<file path="src/rtl/multicycle_control.sv">
// Multicycle CPU control FSM: IF/DEC/EX/MEM/WB/BR sequencing, datapath enables,
// and the data-memory handshake with a no-ack timeout that raises bus_err.
module multicycle_control #(
  parameter int unsigned MEM_TIMEOUT = 15
) (
  input  logic       clk,
  input  logic       reset,
  input  logic [5:0] opcode,
  input  logic [3:0] func,
  input  logic       alu_zero,
  input  logic       dmem_ack,
  output logic       instr_load,
  output logic       pc_load,
  output logic       pc_sel,
  output logic       rf_we,
  output logic       rf_wrdata_sel,
  output logic       alu_a_zero,
  output logic       alu_bin_sel,
  output logic [3:0] alu_op,
  output logic       dmem_req,
  output logic       dmem_we,
  output logic       byte_op,
  output logic       illegal,
  output logic       bus_err,
  output logic [2:0] state
);

  // state | meaning
  // IF    | fetch: load IR
  // DEC   | decode: latch opcode, route by class
  // EX    | execute: ALU operation
  // MEM   | data-memory access, wait for ack or timeout
  // WB    | register write-back, advance PC
  // BR    | branch compare, select PC target
  typedef enum logic [2:0] {
    S_IF  = 3'b000,
    S_DEC = 3'b001,
    S_EX  = 3'b010,
    S_MEM = 3'b011,
    S_WB  = 3'b100,
    S_BR  = 3'b101
  } state_t;

  localparam logic [5:0] OP_ALU   = 6'b100000;
  localparam logic [5:0] OP_LI    = 6'b111000;
  localparam logic [5:0] OP_LUI   = 6'b111001;
  localparam logic [5:0] OP_ADDI  = 6'b110000;
  localparam logic [5:0] OP_NANDI = 6'b110010;
  localparam logic [5:0] OP_ORI   = 6'b110011;
  localparam logic [5:0] OP_B     = 6'b111111;
  localparam logic [5:0] OP_BEQ   = 6'b010000;
  localparam logic [5:0] OP_BNE   = 6'b010001;
  localparam logic [5:0] OP_LB    = 6'b000011;
  localparam logic [5:0] OP_LW    = 6'b001111;
  localparam logic [5:0] OP_SB    = 6'b000111;
  localparam logic [5:0] OP_SW    = 6'b011111;

  localparam logic [3:0] CNT_LAST = 4'(MEM_TIMEOUT - 1);

  state_t     state_q, state_d;
  logic [5:0] op_q;
  logic [3:0] cnt_q, cnt_d;

  logic       instr_load_c, pc_load_c, pc_sel_c, rf_we_c, rf_wrdata_sel_c;
  logic       alu_a_zero_c, alu_bin_sel_c, dmem_req_c, dmem_we_c, byte_op_c;
  logic       illegal_c, bus_err_c;
  logic [3:0] alu_op_c;

  logic dec_branch, dec_legal, is_load, is_store;

  always_comb begin
    dec_legal = 1'b0;
    case (opcode)
      OP_ALU, OP_LI, OP_LUI, OP_ADDI, OP_NANDI, OP_ORI,
      OP_B, OP_BEQ, OP_BNE, OP_LB, OP_LW, OP_SB, OP_SW: dec_legal = 1'b1;
      default: dec_legal = 1'b0;
    endcase
  end

  assign dec_branch = (opcode == OP_B) || (opcode == OP_BEQ) || (opcode == OP_BNE);
  assign is_load    = (op_q == OP_LB) || (op_q == OP_LW);
  assign is_store   = (op_q == OP_SB) || (op_q == OP_SW);

  always_ff @(posedge clk) begin
    if (reset) begin
      state_q <= S_IF;
      op_q    <= '0;
      cnt_q   <= '0;
    end else begin
      state_q <= state_d;
      cnt_q   <= cnt_d;
      if (state_q == S_DEC) op_q <= opcode;
    end
  end

  always_comb begin
    state_d         = S_IF;
    cnt_d           = '0;
    instr_load_c    = 1'b0;
    pc_load_c       = 1'b0;
    pc_sel_c        = 1'b0;
    rf_we_c         = 1'b0;
    rf_wrdata_sel_c = 1'b0;
    alu_a_zero_c    = 1'b0;
    alu_bin_sel_c   = 1'b0;
    alu_op_c        = 4'b0000;
    dmem_req_c      = 1'b0;
    dmem_we_c       = 1'b0;
    byte_op_c       = 1'b0;
    illegal_c       = 1'b0;
    bus_err_c       = 1'b0;
    case (state_q)
      S_IF: begin
        instr_load_c = 1'b1;
        state_d      = S_DEC;
      end
      S_DEC: begin
        if (!dec_legal) begin
          illegal_c = 1'b1;
          pc_load_c = 1'b1;
          state_d   = S_IF;
        end else if (dec_branch) begin
          state_d = S_BR;
        end else begin
          state_d = S_EX;
        end
      end
      S_EX: begin
        alu_bin_sel_c = (op_q != OP_ALU);
        alu_a_zero_c  = (op_q == OP_LI) || (op_q == OP_LUI);
        case (op_q)
          OP_ALU:   alu_op_c = func;
          OP_NANDI: alu_op_c = 4'b0101;
          OP_ORI:   alu_op_c = 4'b0011;
          default:  alu_op_c = 4'b0000;
        endcase
        state_d = (is_load || is_store) ? S_MEM : S_WB;
      end
      S_MEM: begin
        dmem_req_c = 1'b1;
        dmem_we_c  = is_store;
        byte_op_c  = (op_q == OP_LB) || (op_q == OP_SB);
        if (dmem_ack) begin
          if (is_load) begin
            state_d = S_WB;
          end else begin
            pc_load_c = 1'b1;
            state_d   = S_IF;
          end
        end else if (cnt_q == CNT_LAST) begin
          bus_err_c = 1'b1;
          pc_load_c = 1'b1;
          state_d   = S_IF;
        end else begin
          cnt_d   = cnt_q + 4'd1;
          state_d = S_MEM;
        end
      end
      S_WB: begin
        rf_we_c         = 1'b1;
        rf_wrdata_sel_c = is_load;
        pc_load_c       = 1'b1;
        state_d         = S_IF;
      end
      S_BR: begin
        alu_op_c  = 4'b0001;
        pc_load_c = 1'b1;
        pc_sel_c  = (op_q == OP_B) ||
                    ((op_q == OP_BEQ) && alu_zero) ||
                    ((op_q == OP_BNE) && !alu_zero);
        state_d   = S_IF;
      end
      default: state_d = S_IF;
    endcase
  end

  // Outputs are forced low while reset is held, not just after the reset edge.
  assign instr_load    = instr_load_c    & ~reset;
  assign pc_load       = pc_load_c       & ~reset;
  assign pc_sel        = pc_sel_c        & ~reset;
  assign rf_we         = rf_we_c         & ~reset;
  assign rf_wrdata_sel = rf_wrdata_sel_c & ~reset;
  assign alu_a_zero    = alu_a_zero_c    & ~reset;
  assign alu_bin_sel   = alu_bin_sel_c   & ~reset;
  assign alu_op        = alu_op_c        & {4{~reset}};
  assign dmem_req      = dmem_req_c      & ~reset;
  assign dmem_we       = dmem_we_c       & ~reset;
  assign byte_op       = byte_op_c       & ~reset;
  assign illegal       = illegal_c       & ~reset;
  assign bus_err       = bus_err_c       & ~reset;
  assign state         = state_q;

endmodule

</file>
<file path="config.mk">
export PLATFORM = sky130hd
export DESIGN_NAME = multicycle_control
export DESIGN_NICKNAME = d
export VERILOG_FILES = /design/src/rtl/multicycle_control.sv
export SDC_FILE = /design/constraint.sdc
export NUM_CORES = 1
export LEC_CHECK = 0
export ABC_AREA = 1
export BUFFER_PORTS_ARGS = -buffer_cell sky130_fd_sc_hd__clkbuf_2
export CAP_MARGIN = 20
export CORE_UTILIZATION = 53
export DETAILED_ROUTE_END_ITERATION = 12
export GPL_ROUTABILITY_DRIVEN = 0
export GPL_TIMING_DRIVEN = 0
export PLACE_DENSITY_LB_ADDON = 0.05
export SETUP_SLACK_MARGIN = 0.4
export SKIP_LAST_GASP = 1
export SLEW_MARGIN = 40
export SYNTH_ARGS = -nofsm -noshare
export SYNTH_HDL_FRONTEND = slang
export SYNTH_SLANG_ARGS = --single-unit
</file>
<file path="constraint.sdc">
create_clock -name clk -period 1.6 [get_ports clk]
set_input_delay 0.16 -clock clk [delete_from_list [all_inputs] [get_ports clk]]
set_output_delay 0.16 -clock clk [all_outputs]
set_load 0.02 [all_outputs]
</file>
==> reports/summary.txt, run 1 <==
post-CTS sizing: 55
Stop stage: 4_1_cts
Post-synth EDFFs: 0
Yosys reg bits: 13
adder-cell area share of the yosys netlist: 2.574%
post-synth cell types: 25
Primary FF master, synth: dfxtp_1
Avg Cell Area, Syn: 5.964 um2
CTS buffer count: 3
Syn. warnings: 0
status: stopped before the end
Starting Density: 56.30%
syn nets: 179
die width: 44.83 um
row count: 15
post-synthesis sequential area ratio: 26.77%
post-synthesis compound-gate area fraction: 13.77%
Synth Area in Simple Gates: 43.37%
clk sink count: 13
stop err: [ERROR DPL-0033] detailed placement checks failed during check placement.
Post-CTS Setup Inserts: 15
mux share of post-synthesis cell area: 0%
Place WS: 0.2012 ns
CTS hold repair buffers: 0
I/O Pins: 33
Post-Synth XOR/XNOR Area: 2.703%
HPWL after DPL: 2007 um
Post-Synthesis Cell Area: 972.2 um2
cells after synthesis: 163
Bufs on Longest Clock Path: 2
H-tree depth: 1
die height: 44.83 um
largest family of logic cells by synthesized area: simple AND/OR/NAND/NOR gates
share of flip-flops with an asynchronous set or reset: 0%
Port Buffer Count: 31
Clock Tree Root: clkbuf_4
==> logic make-up after synthesis <==
logic type                 Yosys count
adders and majority gates            2
buffers and inverters               27
and+or+nand+nor                     93
DFF                                 13
xor gates and xnor gates             3
AOI/OAI and AO/OA                   25
==> Yosys cell counts (3+ instances only) <==
cell,count,area (um2)
inv_1,19,71.32
nor3_1,4,20.02
inv_2,5,18.77
o21ai_0,4,20.02
nand2_2,3,18.77
a21oi_1,14,70.07
nor2_2,3,18.77
dfxtp_1,13,260.3
nand3_1,16,80.08
nand2_1,36,135.1
o21ai_1,4,20.02
nor2_1,25,93.84
==> per-stage QoR <==
stage               instance area [um2]  cells
floorplan                          1154    163
global placement                   1340    219
detailed placement                 1340    219
==> inputs of run 2 (changes only) <==
- CORE_AREA: default -> 2 2 63 65
- CORE_UTILIZATION: 53 -> default
- DIE_AREA: default -> 0 0 65 67
- PLACE_DENSITY_LB_ADDON: 0.05 -> 0.15
- SETUP_SLACK_MARGIN: 0.4 -> default
==> run 2 against run 1 <==
Against the previous run: the flow now finishes without violations; synthesized area stayed put; synthesized cell count stayed put.
==> reports/summary.txt, run 2 <==
status: finished, final reports clean (was stopped before the end)
nets: 223
drt pass-1 iters: 4
fill count: 404
clk sink count: 13 (unchanged)
Crit Path Class: register to primary output
die height: 67 um (was 44.83 um)
Avg Cell Area, Syn: 5.964 um2 (unchanged)
die area: 4355 um2
top post-synthesis cells by count: nand2_1, nor2_1, inv_1, nand3_1, a21oi_1 (unchanged)
peak supply drop: 0.2280 mV
Yosys top cell area share: 26.77% (unchanged)
clock slew at the register clock pins of the worst setup and hold paths: 0.05 ns
R2R cell count: 8
slew at the pin closest to its max-slew limit: 0.2445 ns
top cells by area, synth: dfxtp_1, nand2_1, nor2_1, nand3_1, inv_1 (unchanged)
most common cell after layout, fill and taps aside: nand2_1
Starting Density: 26.96% (was 56.30%)
DR vias: 1135
GRT Total Usage: 12.61%
Hold Crit Class: primary input to register
Layout area overhead: 46.72%
core region area: 3606 um2
Primary FF master, synth: dfxtp_1 (unchanged)
part of the cycle the worst path needs: 97.04%
total congestion overflow: 0
Bufs on Longest Clock Path: 2 (unchanged)
crit path to: pc_load
first-pass GRT wire length: 4326 um
clk_lat worst skew: 0.24 ns
Port Buffer Count: 31 (unchanged)
most instantiated library cell after synthesis: nand2_1 (unchanged)
Top reg by flops: op_q
final-report hold violation count: 0
CTS hold repair buffers: 0 (unchanged)
share of flip-flops with an asynchronous set or reset: 0% (unchanged)
most frequent cells in the layout: nand2_1, clkbuf_2, nor2_1, inv_1
critical hold path startpoint: reset
Post-route DRC: 0
fin crit period: 1.553 ns
average wire per standard cell: 10.22 um
Yosys reg bits: 13 (unchanged)
max reg flops: 6
Area after DPL: 1187 um2 (was 1340 um2)
Clock Tree Root: clkbuf_8 (was clkbuf_4)
cells after synthesis: 163 (unchanged)
FMAX: 0.6441 GHz
final core occ: 39.56%
I/O Pins: 33 (unchanged)
row count: 22 (was 15)
Final Skew: 0.001737 ns
via count of the first global-routing pass: 1030
Post-DRT Antenna Nets: 0
WP data required: 1.44 ns
maximum fanout along the worst path: 2
layout cell share with drive strength beyond 1: 44.17%
static leakage: 0.6663 nW
Syn. warnings: 0 (unchanged)
Routed WL: 2597 um
CTS tree: built
CTS buffer count: 3 (unchanged)
Worst Setup SP: cnt_q[0]
finished layout cell area: 1426 um2
post-synthesis sequential area ratio: 26.77% (unchanged)
FF-to-FF End: state[1]
Critical Path End Type: primary output
Power Dens Cells: 654.6 nW/um2
syn nets: 179 (unchanged)
die width: 65 um (was 44.83 um)
initial antenna violation count: 0
Post-Synthesis Cell Area: 972.2 um2 (unchanged)
Reg-to-Reg Start: op_q[3]
# diodes: 0
largest net degree at the start of global routing: 11
largest area contributor in the netlist: dfxtp_1 (unchanged)
HPWL after DPL: 2015 um (was 2007 um)
Setup Viol. Count Final: 0
setup TNS: 0 ns
post-synth cell types: 25 (unchanged)
Slew headroom: 83.68%
DRT iter0 DRCs: 31
total power: 933.6 uW
r2r setup slk: 0.39 ns
max-cap violation count: 0
H-tree depth: 1 (unchanged)
Critical Path Start Type: register
drt via density: 4.469
Post-synth EDFFs: 0 (unchanged)
Slew Viols, Final: 0
worst path arrival time: 1.39 ns
RSZ-0062 raised after global routing: yes
run 2: routing by layer:
| layer | vias up | global-route usage [%] | part of all wire, % |
|---|---|---|---|
| met5 | - | 0 | 0 |
| met4 | 0 | 5.585 | 1.0 |
| met3 | 2 | 1.351 | 4.4 |
| met2 | 26 | 21.13 | 45 |
| met1 | 500 | 16.26 | 50 |
| li1 | 607 | - | - |
run 2: power by group:
| part | switching (mW) | internal [mW] |
|---|---|---|
| registers | 0.0374 | 0.351 |
| logic | 0.158 | 0.100 |
| clock network | 0.112 | 0.176 |
run 2: worst min-delay path by stage:
stage,slack (ns),to,cells past startpoint
2_1_floorplan,0.34,op_q[2],2
3_3_place_gp,0.45,cnt_q[0],1
3_5_place_dp,0.46,cnt_q[0],1
4_1_cts,0.21,state[0],2
5_1_grt,0.26,state[1],2
6_report,0.24,state[1],2
run 2: final cells by class:
class                           count  area [um2]  share of cell area (%)
Multi-Input combinational cell    123       703.2                   49.30
Sequential cell                    13       281.5                   19.74
Timing Repair Buffer               39       231.5                   16.23
Inverter                           25       95.09                   6.667
Tap cell                           48       60.06                   4.211
Clock buffer                        4       45.04                   3.158
Buffer                              2       10.01                  0.7018
run 2: cell families after synthesis:
kind of cell | Yosys count | share of synthesized area (%)
AO/OA/AOI/OAI | 25 | 13.77
XOR/XNOR | 3 | 2.703
adder cells (fa/ha/maj) | 2 | 2.574
buffers and inverters | 27 | 10.81
flip-flops | 13 | 26.77
AND/OR/NAND/NOR | 93 | 43.37
run 2: worst max-delay path, stage by stage, from the launching register on:
cell     delay (ns)
dfxtp_2        0.33
inv_2          0.04
ha_4           0.15
nand3_2        0.08
nand2_2        0.07
inv_2          0.08
nor2_4         0.03
a21oi_2        0.15
a21oi_2        0.07
buf_4          0.16
run 2: repair_timing:
action | CTS | global route
buffers inserted | 5 | 3
endpoints found under the setup margin | 8 | 13
resized for setup | 19 | 35
pin swaps | 8 | 10
run 2: through the flow:
step,cells,setup WS (ns),hold WS [ns]
floorplan,163,-0.06606,0.3357
detailed placement,242,0.1369,0.4593
CTS,251,-0.05169,0.2078
global placement,242,0.1372,0.4491
global route,254,-0.07019,0.2636
finish,254,0.04742,0.2391
No activity file was read; power rests on OpenSTA's default activity.
